**config.mk**
```make
export PLATFORM = sky130hd
export DESIGN_NAME = jam_cost_host
export DESIGN_NICKNAME = d
export VERILOG_FILES = /design/src/rtl/jam_cost_host.sv
export SDC_FILE = /design/constraint.sdc
export NUM_CORES = 1
export LEC_CHECK = 0
export ABC_CLOCK_PERIOD_IN_PS = 4300
export BUFFER_PORTS_ARGS = -buffer_cell sky130_fd_sc_hd__buf_2
export CAP_MARGIN = 20
export CELL_PAD_IN_SITES_DETAIL_PLACEMENT = 0
export CELL_PAD_IN_SITES_GLOBAL_PLACEMENT = 1
export CORE_MARGIN = 3
export CORE_UTILIZATION = 54
export DETAILED_ROUTE_END_ITERATION = 10
export PLACE_DENSITY_LB_ADDON = 0.3
export SLEW_MARGIN = 20
export SYNTH_ARGS = -nofsm -noshare
export SYNTH_HDL_FRONTEND = slang
export SYNTH_SLANG_ARGS = --single-unit
```
**constraint.sdc**
```tcl
create_clock -name CLK -period 4.3 [get_ports CLK]
set_input_delay 0.86 -clock CLK [delete_from_list [all_inputs] [get_ports CLK]]
set_output_delay 0.86 -clock CLK [all_outputs]
set_load 0.05 [all_outputs]
```
**src/rtl/jam_cost_host.sv**
```systemverilog
// jam_cost_host: cost-table host and result checker for the JAM job-assignment engine
// Ports:
//   CLK, RST_N                  clock (rising edge), asynchronous active-low reset
//   load_valid/load_ready/load_data   row-major 64-beat cost table load stream
//   exp_min, exp_count          expected engine results, latched with the 64th beat
//   restart                     DONE -> LOAD pulse
//   jam_rst                     active-high reset to the engine, low only in RUN
//   W, J, Cost                  engine cost lookup (combinational, zero outside RUN)
//   MinCost, MatchCount, Valid  engine results
//   done, pass, fail, timeout   check outcome; cycles = RUN cycles before Valid/timeout
module jam_cost_host #(
  parameter int TIMEOUT  = 1000000,
  parameter int HOLD_CYC = 2
) (
  input  logic        CLK,
  input  logic        RST_N,
  input  logic        load_valid,
  output logic        load_ready,
  input  logic [6:0]  load_data,
  input  logic [9:0]  exp_min,
  input  logic [3:0]  exp_count,
  input  logic        restart,
  output logic        jam_rst,
  input  logic [2:0]  W,
  input  logic [2:0]  J,
  output logic [6:0]  Cost,
  input  logic [9:0]  MinCost,
  input  logic [3:0]  MatchCount,
  input  logic        Valid,
  output logic        done,
  output logic        pass,
  output logic        fail,
  output logic        timeout,
  output logic [19:0] cycles
);
  typedef enum logic [1:0] {LOAD, HOLD, RUN, DONE} state_t;
  state_t state, state_n;
  logic [6:0]  cost_mem [64];
  logic [5:0]  idx;
  logic [7:0]  hold_cnt;
  logic [9:0]  exp_min_q;
  logic [3:0]  exp_count_q;
  logic [19:0] cyc_inc;
  logic        accept, match, expired;
  // load_ready is gated by RST_N so it drops the moment reset asserts
  assign load_ready = (state == LOAD) && RST_N;
  assign accept     = load_valid && load_ready;
  assign jam_rst    = state != RUN;
  assign Cost       = (state == RUN) ? cost_mem[{W, J}] : 7'd0;
  assign match      = (MinCost == exp_min_q) && (MatchCount == exp_count_q);
  assign cyc_inc    = &cycles ? cycles : cycles + 20'd1;
  // Valid has priority: a timeout only counts when Valid is low on that edge
  assign expired    = !Valid && (cyc_inc >= 20'(TIMEOUT));
  always_comb begin
    state_n = state;
    state_n = (state == LOAD) ? ((accept && idx == 6'd63) ? HOLD : LOAD) :
              (state == HOLD) ? ((hold_cnt == 8'(HOLD_CYC - 1)) ? RUN : HOLD) :
              (state == RUN)  ? ((Valid || expired) ? DONE : RUN) :
                                (restart ? LOAD : DONE);
  end
  always_ff @(posedge CLK or negedge RST_N) begin
    if (!RST_N) begin
      state       <= LOAD;
      idx         <= 6'd0;
      hold_cnt    <= 8'd0;
      cycles      <= 20'd0;
      exp_min_q   <= 10'd0;
      exp_count_q <= 4'd0;
      done        <= 1'b0;
      pass        <= 1'b0;
      fail        <= 1'b0;
      timeout     <= 1'b0;
    end else begin
      state    <= state_n;
      hold_cnt <= (state == HOLD) ? hold_cnt + 8'd1 : 8'd0;
      if (accept) idx <= idx + 6'd1;
      if (accept && idx == 6'd63) begin
        exp_min_q   <= exp_min;
        exp_count_q <= exp_count;
      end
      if (state == HOLD) cycles <= 20'd0;
      else if (state == RUN && !Valid) cycles <= cyc_inc;
      if (state == RUN && state_n == DONE) begin
        done    <= 1'b1;
        pass    <= Valid && match;
        fail    <= Valid && !match;
        timeout <= !Valid;
      end else if (state == DONE && restart) begin
        done    <= 1'b0;
        pass    <= 1'b0;
        fail    <= 1'b0;
        timeout <= 1'b0;
      end
    end
  end
  // Table is deliberately not reset; it is always fully rewritten before a run
  always_ff @(posedge CLK)
    if (accept) cost_mem[idx] <= load_data;
endmodule

```
## Word level (Yosys, flattened, before mapping)

Memories as Yosys holds them, arrays and structs flattened.
Cells that the tools add are included.

- Add/sub/neg operators: 3
- $lt $le $gt $ge: 1
- Equal/unequal tests: 9
- Multiplexer cells: 19
- Reduce and logical (&&, ||, !) cells: 17

Operators with widths:

| kind | number |
|---|---|
| $mux W20 | 3 |
| $add A20 B1 Y20 const B | 1 |
| $ge A20 B20 Y1 const B | 1 |
| $reduce_and A20 Y1 | 1 |
| $eq A10 B10 Y1 | 1 |
| $logic_and A1 B1 Y1 | 10 |
| $mux W2 | 5 |
| $mux W1 | 9 |
| $add A8 B1 Y8 const B | 1 |
| $eq A8 B1 Y1 const B | 1 |
| $mux W8 | 1 |
| $mux W7 | 1 |
| $add A6 B1 Y6 const B | 1 |
| $eq A2 B2 Y1 const B | 3 |
| $eq A6 B6 Y1 const B | 1 |
| $eq A4 B4 Y1 | 1 |
| $reduce_bool A2 Y1 | 2 |
| $eq A2 B1 Y1 const B | 1 |
| $logic_not A1 Y1 | 2 |
| $logic_not A2 Y1 | 1 |
| $ne A2 B2 Y1 const B | 1 |
| $logic_or A1 B1 Y1 | 1 |

- Flip-flop bits (word level): 54
- RAM bits: 448
- Input port bits: 46
- Output and inout bits: 33
- Logic and storage cells: 60
- Memories: 1

Memories:

| memory | depth | bits a word | read ports | clocked after memory_dff | wr ports | RTL line | RTL |
|---|---|---|---|---|---|---|---|
| cost_mem | 64 | 7 | 1 | 0 | 1 | 38 | `logic [6:0] cost_mem [64];` |

## Depth between registers and ports, before layout

Gate-level depths: netlist (run 1).

- Word-level depth: 12
- Depth in mapped cells: 8
- Gate-level depth less buffers: 8

## Worst setup path after synthesis (run 1)

OpenSTA, ideal clock, no wires.

- Path type: input -> output
- Start: input port J[0]
- End: output port Cost[0]
- Arrival: 3.264 ns
- Path slack: 0.176 ns
- Stages: 6
- Buffers on the path: 2
- Cells stage by stage: clkbuf_1 clkbuf_1 mux4_2 mux4_2 mux4_2 nor2b_1

- Cells in the longest elaborated chain, start to end: 2

Ends and longest elaborated chain:

| item | RTL line | RTL |
|---|---|---|
| start, declared | 25 | `input logic [2:0] J,` |
| $mem_v2 Z64 W7 | - |  |
| $mux W7 | 49 | `assign Cost = (state == RUN) ? cost_mem[{W, J}] : 7'd0;` |
| end, declared | 26 | `output logic [6:0] Cost,` |

No other way between the ends.

## Worst setup path after layout (run 1)

- Start: input port J[0]
- End: output port Cost[1]

Same word-level chain as after synthesis.

==> results.json, run 1 <==
{
  "post_layout_net_count": 1206,
  "place.gp.congestion": 0.811,
  "netlist_area_um2": 20200,
  "number_of_enable_type_register_cells_in_the_synthesized_netlist": 448,
  "post_route_cells_drive_above_1_share_pct": 31.0,
  "synthesis.nets": 1070,
  "post_detailed_route_via_to_cell_ratio": 6.15,
  "achievable-frequency_mhz": 238,
  "synth_seq_cells": 502,
  "grt_pass1_wl_mm": 65.8,
  "cp_data_arrival_time_ns": 3.34,
  "yosys.cell_types.count": 47,
  "row_count": 70,
  "critical_path_class": "input pin to primary output",
  "power_frac_clock_pct": 41.0,
  "worst_pin_slew_ns": 0.929,
  "maximum_number_of_pins_on_one_net_before_global_route_repair": 65,
  "postSynth.asyncResetShare_pct": 10.8,
  "share_seq_of_total_power_pct": 49.7,
  "layout_commonest_cell": "sky130_fd_sc_hd__edfxtp_1",
  "root_buffer_master": "sky130_fd_sc_hd__clkbuf_16",
  "drt-total-wl_mm": 43.1,
  "drv_cap": 0,
  "place_inst": 1572,
  "synth_seq_area_share_pct": 73.4,
  "worst_ir_drop_vdd_mv": 0.495,
  "syn-instance-count": 1020,
  "grtUsageTotal_pct": 22.6,
  "route.vias.total": 10222,
  "cts_htree_levels": 2,
  "outcome": "finished, final reports clean",
  "slew_headroom_pct": 37.9,
  "unrepaired_setup_endpoints_after_global_routing": "false",
  "cts-resized-gates": 0,
  "hold_violations": 0,
  "synth_flop_cell": "sky130_fd_sc_hd__edfxtp_1",
  "p_leak_nw": 7.82,
  "tritoncts_num_sinks": 502,
  "wl_per_cell_um": 26.0,
  "ios": 79,
  "numCtsBuffers": 50,
  "worst_hold_path_type": "input pin to async pin",
  "syn2layout_area_growth_pct": 15.1,
  "globalRouteOverflowTotal": 0,
  "die_width_um": 199,
  "layout.cells.most_common_list": "sky130_fd_sc_hd__edfxtp_1 (448), sky130_fd_sc_hd__mux4_2 (147), sky130_fd_sc_hd__nor2_1 (89)",
  "p_per_area_nw_per_um2": 477,
  "detail_route.first_pass.iterations": 4,
  "ant_nets": 0,
  "placement.io_buffers": 78,
  "fin_tns_setup_ns": 0,
  "end_kind": "primary output",
  "power_switching_w": 0.00254,
  "rr_startpoint": "cycles[0]",
  "worst_r2r_endpoint": "fail",
  "worstPathRequired_ns": 3.44,
  "report.final.slew_viol_count": 0,
  "cell_internal_pwr_w": 0.00853,
  "design.core.area_um2": 36700,
  "vias_in_the_first_global_route": 10449,
  "worstSkewPairLatency_ns": 0.58,
  "dp_hpwl_mm": 27.5,
  "setup_viol_count_final": 0,
  "initial_core_util_pct": 54.9,
  "cts_setup_buffers": 0,
  "power.share.combinational_pct": 9.2,
  "cp-start-kind": "input pin",
  "ys_warn_count": 0,
  "share_of_total_power_consumed_by_net_switching_pct": 22.9,
  "cts_tree": "built",
  "detail_route.drc_violations": 0,
  "cts_max_path_buffers": 3,
  "cts.clk_slew.worst_paths_ns": 0.06,
  "cts_hold_buf": 0,
  "finish.cell_count_without_fillers": 1661,
  "number_of_antenna_violations_at_the_first_check_in_global_routing": 0,
  "die_h_um": 199,
  "final.fill_count": 2507,
  "critPathMaxFanout": 15,
  "reg2reg_setup_slack_ns": 1.22,
  "insertedDiodeCount": 0,
  "ff2ff_path_depth": 8,
  "detailed_router_s_first_iteration_violation_count": 1007,
  "syn_area_per_cell_um2": 19.8,
  "fp.dieArea_um2": 39700,
  "layout_worst_path_cycle_share_pct": 97.6,
  "skew_ns": 0.0123,
  "final.min_clock_period_ns": 4.20
}
[cells in the mapped netlist (all sizes together) (9+ instances only)]
master | n | share of area (%)
o21ai | 28 | 0.69
xor2 | 16 | 0.69
mux4 | 147 | 16
xnor2 | 10 | 0.43
buf | 24 | 0.56
edfxtp | 448 | 67
dfrtp | 54 | 6.7
and3 | 9 | 0.28
nor2b | 12 | 0.37
nand4 | 11 | 0.34
clkbuf | 25 | 0.47
mux2 | 15 | 0.84
nand3 | 23 | 0.57
nand2 | 32 | 0.60
nor3 | 10 | 0.25
a21oi | 12 | 0.30
nor2 | 89 | 1.7
[state kept, by name (all words and copies together) (netlist names)]
name / flops
cost_mem: 448
cycles: 20
exp_min_q: 10
hold_cnt: 8
idx: 6
exp_count_q: 4
state: 2
done: 1
fail: 1
pass: 1
timeout: 1
[kinds of logic (layout without fill, tap and decap cells)]
family	count (synthesis)	in the layout	share of synthesized area, %
compound gates	62	62	1.90
xor+xnor	26	26	1.13
fa+ha+maj	4	4	0.248
buf+inv	53	226	1.10
flops	502	502	73.4
mux	162	162	17.3
simple gates	211	211	4.94
[how the worst max path moves through the flow]
stage	startpoint	endpoint
floorplan	J[0]	Cost[0]
global placement	J[0]	Cost[1]
detailed placement	J[0]	Cost[1]
CTS	J[0]	Cost[1]
global route	J[0]	Cost[1]
finish	J[0]	Cost[1]
[metal layers]
| layer | vias up | global-route usage (%) | part of all wire (%) |
|---|---|---|---|
| met2 | 315 | 36.5 | 50 |
| li1 | 4454 | - | - |
| met4 | 0 | 6.87 | 2.5 |
| met5 | - | 0 | 0 |
| met1 | 5386 | 32.7 | 41 |
| met3 | 67 | 3.44 | 5.9 |
[final cells by class]
type / instances / area [um2] / share of cell area (%)
timing repair buffer: 133 / 947 / 4.08
inverter: 4 / 15.0 / 0.0647
sequential: 502 / 14800 / 63.8
tap: 468 / 586 / 2.52
clock buffer: 64 / 1370 / 5.89
clock inverter: 25 / 349 / 1.50
multi-input combinational: 465 / 5140 / 22.1
[power by group through the flow]
stage,clock network (W),registers (W),logic (W)
5_1_grt,0.00480,0.00552,0.00111
2_1_floorplan,0,0.00562,0.000625
3_3_place_gp,0,0.00561,0.00102
4_1_cts,0.00462,0.00551,0.00104
6_report,0.00454,0.00551,0.00102
3_5_place_dp,0,0.00561,0.00104
[critical path, cell delays in order]
cell                      delay, ns
sky130_fd_sc_hd__buf_6         0.14
sky130_fd_sc_hd__buf_12        0.20
sky130_fd_sc_hd__buf_12        0.20
sky130_fd_sc_hd__mux4_2        0.54
sky130_fd_sc_hd__mux4_2        0.49
sky130_fd_sc_hd__mux4_2        0.49
sky130_fd_sc_hd__nor2b_1       0.15
sky130_fd_sc_hd__buf_2         0.24
[through the flow]
step                power (W)  hold WS, ns  setup WS (ns)  util, %  cell area, um2
finish                 0.0111        0.470          0.103     63.2           23200
global route           0.0114        0.513         0.0424     63.2           23200
CTS                    0.0112        0.474         0.0799     63.2           23200
detailed placement    0.00665        0.487         0.0928     58.5           21500
global placement      0.00663        0.477          0.109     58.5           21500
floorplan             0.00625        0.453          0.176        -           20200
(Power assumes the default switching activity.)
==> run 2, diff against run 1 <==
--- a/config.mk
+++ b/config.mk
@@ -14,6 +14,7 @@
 export CORE_UTILIZATION = 54
 export DETAILED_ROUTE_END_ITERATION = 10
 export PLACE_DENSITY_LB_ADDON = 0.3
+export SETUP_SLACK_MARGIN = 0.2
 export SLEW_MARGIN = 20
 export SYNTH_ARGS = -nofsm -noshare
 export SYNTH_HDL_FRONTEND = slang
==> results.json, run 2 (synthesis gave the netlist of run 1 again) <==
{
  "cts_tree": "built",
  "place.gp.congestion": 0.800,
  "drv_cap": 0,
  "numCtsBuffers": 50,
  "share_seq_of_total_power_pct": 50.6,
  "worst_pin_slew_ns": 0.941,
  "met2_usage_pct": 35.8,
  "biggest_regs": "cost_mem: 448 flops, cycles: 20 flops, exp_min_q: 10 flops",
  "setup_viol_count_final": 0,
  "die_width_um": 199,
  "final.min_clock_period_ns": 4.05,
  "power_frac_clock_pct": 39.5,
  "syn2layout_area_growth_pct": 15.8,
  "post_layout_net_count": 1203,
  "grt_busiest_layer": "met2",
  "placement.io_buffers": 78,
  "skew_ns": 0.0211,
  "global_route.usage.met1_pct": 32.0,
  "report.final.slew_viol_count": 0,
  "p_per_area_nw_per_um2": 467,
  "critical_path_class": "input pin to primary output",
  "initial_core_util_pct": 54.9,
  "number_of_antenna_violations_at_the_first_check_in_global_routing": 1,
  "detail_route.first_pass.iterations": 5,
  "worst_r2r_endpoint": "cost_mem[46][1]",
  "crit_path_start": "J[0]",
  "cts.clk_slew.worst_paths_ns": 0.06,
  "design.core.area_um2": 36700,
  "layout_worst_path_cycle_share_pct": 94.3,
  "insertedDiodeCount": 0,
  "vias_in_the_first_global_route": 10091,
  "outcome": "finished, final reports clean",
  "worst_ir_drop_vdd_mv": 0.431,
  "ant_nets": 0,
  "dp_hpwl_mm": 27.1,
  "reg2reg_setup_slack_ns": 1.24,
  "regMostFlops": "cost_mem",
  "worstPathRequired_ns": 3.44,
  "wl_per_cell_um": 26.6,
  "fin_area_um2": 23400,
  "cts_max_path_buffers": 3,
  "critPathMaxFanout": 7,
  "tritoncts_num_sinks": 502,
  "worstSkewPairLatency_ns": 0.59,
  "grt_pass1_wl_mm": 64.5,
  "row_count": 70,
  "ios": 79,
  "drt-total-wl_mm": 44.1,
  "die_h_um": 199,
  "globalRouteOverflowTotal": 0,
  "slew_headroom_pct": 37.0,
  "rr_startpoint": "state[1]",
  "largest_reg_flops": 448,
  "layout.cells.most_common_list": "sky130_fd_sc_hd__edfxtp_1 (448), sky130_fd_sc_hd__mux4_2 (147), sky130_fd_sc_hd__nor2_1 (89)",
  "grtUsageTotal_pct": 22.4,
  "unrepaired_setup_endpoints_after_global_routing": "false",
  "maximum_number_of_pins_on_one_net_before_global_route_repair": 65,
  "power_switching_w": 0.00258,
  "cp_data_arrival_time_ns": 3.19,
  "grtUsageMet3_pct": 5.04,
  "detail_route.drc_violations": 0,
  "crit_end": "Cost[5]",
  "finalWorstSetupSlack_ns": 0.247,
  "cts_htree_levels": 2,
  "worst_hold_path_type": "input pin to async pin",
  "post_route_cells_drive_above_1_share_pct": 31.3,
  "fin_tns_setup_ns": 0,
  "power.share.combinational_pct": 10.0,
  "layout.core_utilization_pct": 63.7,
  "detailed_router_s_first_iteration_violation_count": 1000,
  "achievable-frequency_mhz": 247,
  "post_detailed_route_via_to_cell_ratio": 6.22,
  "fp.dieArea_um2": 39700,
  "hold_violations": 0,
  "root_buffer_master": "sky130_fd_sc_hd__clkbuf_16",
  "end_kind": "primary output",
  "share_of_total_power_consumed_by_net_switching_pct": 23.7,
  "place_worst_setup_slack_ns": 0.131,
  "route.vias.total": 10317,
  "p_leak_nw": 7.85,
  "layout_commonest_cell": "sky130_fd_sc_hd__edfxtp_1",
  "place_area_um2": 21300,
  "ff2ff_path_depth": 6,
  "cell_internal_pwr_w": 0.00832,
  "cp-start-kind": "input pin"
}
## run 2: area by class of cell
| class | instances | area, um2 |
|---|---|---|
| flip-flops and latches | 502 | 14800 |
| fillers | 2451 | 13300 |
| multi-input cells | 465 | 5140 |
| clock buffers | 57 | 1290 |
| repair buffers | 130 | 1190 |
| well taps | 468 | 586 |
| clock inverters | 32 | 338 |
| inverters | 4 | 15.0 |
## run 2: critical path, cell delays in order
cell,delay [ns]
sky130_fd_sc_hd__buf_16,0.12
sky130_fd_sc_hd__buf_12,0.12
sky130_fd_sc_hd__clkbuf_16,0.14
sky130_fd_sc_hd__mux4_2,0.56
sky130_fd_sc_hd__mux4_2,0.52
sky130_fd_sc_hd__mux4_2,0.51
sky130_fd_sc_hd__nor2b_1,0.17
sky130_fd_sc_hd__buf_6,0.18
## run 2: timing repair
action,CTS,global route
resized for setup,12,12
gates cloned,1,5
setup endpoints to repair,7,6
buffers inserted,0,20
hold buffers,0,0
## run 2: layer usage
metal,vias to the layer above,wire length (um)
met3,58,3260
li1,4446,-
met4,0,852
met2,399,21800
met1,5414,18200
met5,-,0
## run 2: metrics by stage
step                total power [W]  instances  hold slack [ns]
global route                 0.0113       1658            0.497
floorplan                   0.00625       1020            0.453
detailed placement          0.00664       1543            0.493
global placement            0.00662       1543            0.470
CTS                          0.0109       1633            0.481
finish                       0.0109       1658            0.468
## run 2: power by group through the flow
| stage | sequential (W) | clock [W] | combinational (W) |
|---|---|---|---|
| CTS | 0.00552 | 0.00438 | 0.00105 |
| finish | 0.00551 | 0.00430 | 0.00108 |
| global route | 0.00553 | 0.00458 | 0.00116 |
| floorplan | 0.00562 | 0 | 0.000625 |
| detailed placement | 0.00562 | 0 | 0.00102 |
| global placement | 0.00561 | 0 | 0.00101 |
## run 2: worst min path at each step
stage	start	end	cells after the start
after floorplan	hold_cnt[0]	hold_cnt[0]	1
after global placement	hold_cnt[0]	hold_cnt[0]	1
after detailed placement	hold_cnt[0]	hold_cnt[0]	1
after CTS	RST_N	cycles[6]	2
after global routing	exp_count[0]	exp_count_q[0]	2
final	RST_N	cycles[5]	2
==> run 3, diff against run 2 <==
--- a/config.mk
+++ b/config.mk
@@ -5,13 +5,14 @@
 export SDC_FILE = /design/constraint.sdc
 export NUM_CORES = 1
 export LEC_CHECK = 0
+export ABC_AREA = 1
 export ABC_CLOCK_PERIOD_IN_PS = 4300
 export BUFFER_PORTS_ARGS = -buffer_cell sky130_fd_sc_hd__buf_2
 export CAP_MARGIN = 20
 export CELL_PAD_IN_SITES_DETAIL_PLACEMENT = 0
 export CELL_PAD_IN_SITES_GLOBAL_PLACEMENT = 1
 export CORE_MARGIN = 3
-export CORE_UTILIZATION = 54
+export CORE_UTILIZATION = 40
 export DETAILED_ROUTE_END_ITERATION = 10
 export PLACE_DENSITY_LB_ADDON = 0.3
 export SETUP_SLACK_MARGIN = 0.2
==> results.json, run 3 <==
{
  "outcome": "finished, final reports clean",
  "critPathMaxFanout": 134,
  "yosys.cell_types.count": 38,
  "synth_seq_cells": 502,
  "ys_warn_count": 0,
  "cts_hold_buf": 0,
  "setup_viol_count_final": 0,
  "achievable-frequency_mhz": 245,
  "regMostFlops": "cost_mem",
  "slew_headroom_pct": 28.7,
  "maximum_number_of_pins_on_one_net_before_global_route_repair": 135,
  "skew_ns": 0.0199,
  "place_worst_setup_slack_ns": 0.299,
  "worst_r2r_endpoint": "cost_mem[38][1]",
  "cp-start-kind": "input pin",
  "netlist_area_um2": 20900,
  "syn-instance-count": 1723,
  "wl_per_cell_um": 21.8,
  "netlist_top_cells_count": "sky130_fd_sc_hd__edfxtp_1 (448), sky130_fd_sc_hd__nor2_1 (359), sky130_fd_sc_hd__o21ai_0 (251)",
  "synth_top_family_by_area": "simple AND/OR/NAND/NOR gates",
  "layout_commonest_cell": "sky130_fd_sc_hd__edfxtp_1",
  "layout.core_utilization_pct": 46.6,
  "synth_seq_area_share_pct": 71.0,
  "cts_max_path_buffers": 3,
  "finalWorstSetupSlack_ns": 0.214,
  "detail_route.first_pass.iterations": 5,
  "end_kind": "primary output",
  "globalRouteOverflowTotal": 0,
  "cts.clk_slew.worst_paths_ns": 0.06,
  "post_layout_net_count": 1858,
  "number_of_enable_type_register_cells_in_the_synthesized_netlist": 448,
  "rr_startpoint": "state[0]",
  "synth_flop_cell": "sky130_fd_sc_hd__edfxtp_1",
  "simple_gate_area_share_of_the_yosys_netlist_pct": 12.1,
  "die_h_um": 234,
  "report.final.slew_viol_count": 0,
  "drt-total-wl_mm": 55.3,
  "final.min_clock_period_ns": 4.09,
  "synthAdderAreaFrac_pct": 0.240,
  "synth_most_common_cell": "sky130_fd_sc_hd__edfxtp_1",
  "worst_hold_path_type": "input pin to async pin",
  "place.gp.congestion": 0.838,
  "worstPathRequired_ns": 3.44,
  "drv_cap": 0,
  "dp_hpwl_mm": 33.9,
  "cts_tree": "built",
  "synth_area_leaders": "sky130_fd_sc_hd__edfxtp_1 (65%), sky130_fd_sc_hd__dfrtp_1 (6.5%), sky130_fd_sc_hd__nor2_1 (6.5%), sky130_fd_sc_hd__o21ai_0 (6.0%), sky130_fd_sc_hd__o221ai_1 (3.4%)",
  "worstSkewPairLatency_ns": 0.61,
  "grt_pass1_wl_mm": 84.1,
  "unrepaired_setup_endpoints_after_global_routing": "true",
  "p_per_area_nw_per_um2": 477,
  "synthesis.nets": 1773,
  "layout.cells.most_common_list": "sky130_fd_sc_hd__edfxtp_1 (448), sky130_fd_sc_hd__nor2_1 (359), sky130_fd_sc_hd__o21ai_0 (251)",
  "cts_htree_levels": 2,
  "post-synth-top-area-fraction_pct": 64.5,
  "place_inst": 2432,
  "placement.io_buffers": 78,
  "vias_in_the_first_global_route": 13914,
  "cts-resized-gates": 0,
  "post_route_cells_drive_above_1_share_pct": 12.6,
  "number_of_antenna_violations_at_the_first_check_in_global_routing": 0,
  "detailed_router_s_first_iteration_violation_count": 1213,
  "p_leak_nw": 8.18,
  "finish.cell_count_without_fillers": 2533,
  "postSynth.asyncResetShare_pct": 10.8,
  "cp_data_arrival_time_ns": 3.23,
  "hold_violations": 0,
  "biggest_regs": "cost_mem: 448 flops, cycles: 20 flops, exp_min_q: 10 flops",
  "row_count": 83,
  "initial_core_util_pct": 40.6,
  "tritoncts_num_sinks": 502,
  "numCtsBuffers": 54,
  "syn_area_per_cell_um2": 12.1,
  "post_synth_mux_area_share_pct": 0.756,
  "worst_pin_slew_ns": 1.07,
  "route.vias.total": 14051,
  "ant_nets": 0,
  "worst_ir_drop_vdd_mv": 0.294,
  "post_detailed_route_via_to_cell_ratio": 5.55,
  "layout_worst_path_cycle_share_pct": 95.0,
  "ff2ff_path_depth": 7,
  "synth_compound_area_share_pct": 11.9,
  "critical_path_class": "input pin to primary output",
  "root_buffer_master": "sky130_fd_sc_hd__clkbuf_16",
  "cts_setup_buffers": 0,
  "synth.largest_area_cell": "sky130_fd_sc_hd__edfxtp_1",
  "design.core.area_um2": 51400,
  "synth_xor_xnor_area_share_pct": 0.840,
  "die_width_um": 234,
  "reg2reg_setup_slack_ns": 1.07,
  "ios": 79,
  "fin_tns_setup_ns": 0,
  "insertedDiodeCount": 0,
  "detail_route.drc_violations": 0,
  "grtUsageTotal_pct": 20.3,
  "syn2layout_area_growth_pct": 14.8,
  "fp.dieArea_um2": 54900,
  "largest_reg_flops": 448
}
[run 3: layer usage]
layer | up-vias | share of wire [%] | global-route usage, %
met1 | 7000 | 44 | 27.8
met3 | 81 | 7.0 | 4.62
met2 | 447 | 46 | 32.2
met4 | 0 | 2.7 | 6.31
met5 | - | 0 | 0
li1 | 6523 | - | -
[run 3: final cells by class]
type | instances | area, um2
inverters | 64 | 245
fillers | 4645 | 27500
multi-input cells | 1058 | 5410
well taps | 680 | 851
clock inverters | 30 | 315
clock buffers | 71 | 1440
repair buffers | 128 | 887
flip-flops and latches | 502 | 14800
[run 3: power breakdown]
group,total (W),internal (W),switching (W)
Sequential,0.00551,0.00542,0.0000991
Clock,0.00462,0.00271,0.00191
Combinational,0.00130,0.000312,0.000985
Total,0.0114,0.00844,0.00299
[run 3: through the flow]
step	power, W	hold WS (ns)	area [um2]
2_1_floorplan	0.00639	0.434	20900
3_3_place_gp	0.00689	0.455	22200
3_5_place_dp	0.00691	0.458	22200
4_1_cts	0.0115	0.435	23900
5_1_grt	0.0119	0.473	23900
6_report	0.0114	0.435	23900
[run 3: cells by family after synthesis]
group | count (synthesis)
DFF | 502
adders and majority gates | 4
buffers and inverters | 163
xor gates and xnor gates | 20
and+or+nand+nor | 605
muxes | 14
AOI/OAI and AO/OA | 415
[run 3: worst max path at each step]
stage	from	endpoint	slack (ns)	cells past startpoint
3_3_place_gp	J[0]	Cost[6]	0.30	11
4_1_cts	J[0]	Cost[6]	0.29	11
2_1_floorplan	J[0]	Cost[3]	0.56	10
3_5_place_dp	J[0]	Cost[6]	0.30	11
6_report	J[0]	Cost[3]	0.21	9
5_1_grt	J[0]	Cost[6]	0.20	11
[run 3: worst max-delay path, stage by stage]
cell and delay, ns:
sky130_fd_sc_hd__buf_6 0.15, sky130_fd_sc_hd__buf_16 0.35, sky130_fd_sc_hd__o21ai_0 0.19, sky130_fd_sc_hd__o22ai_1 0.18, sky130_fd_sc_hd__nor2_1 0.05, sky130_fd_sc_hd__o311ai_0 0.50
sky130_fd_sc_hd__nand3_1 0.13, sky130_fd_sc_hd__a21oi_1 0.27, sky130_fd_sc_hd__buf_2 0.33
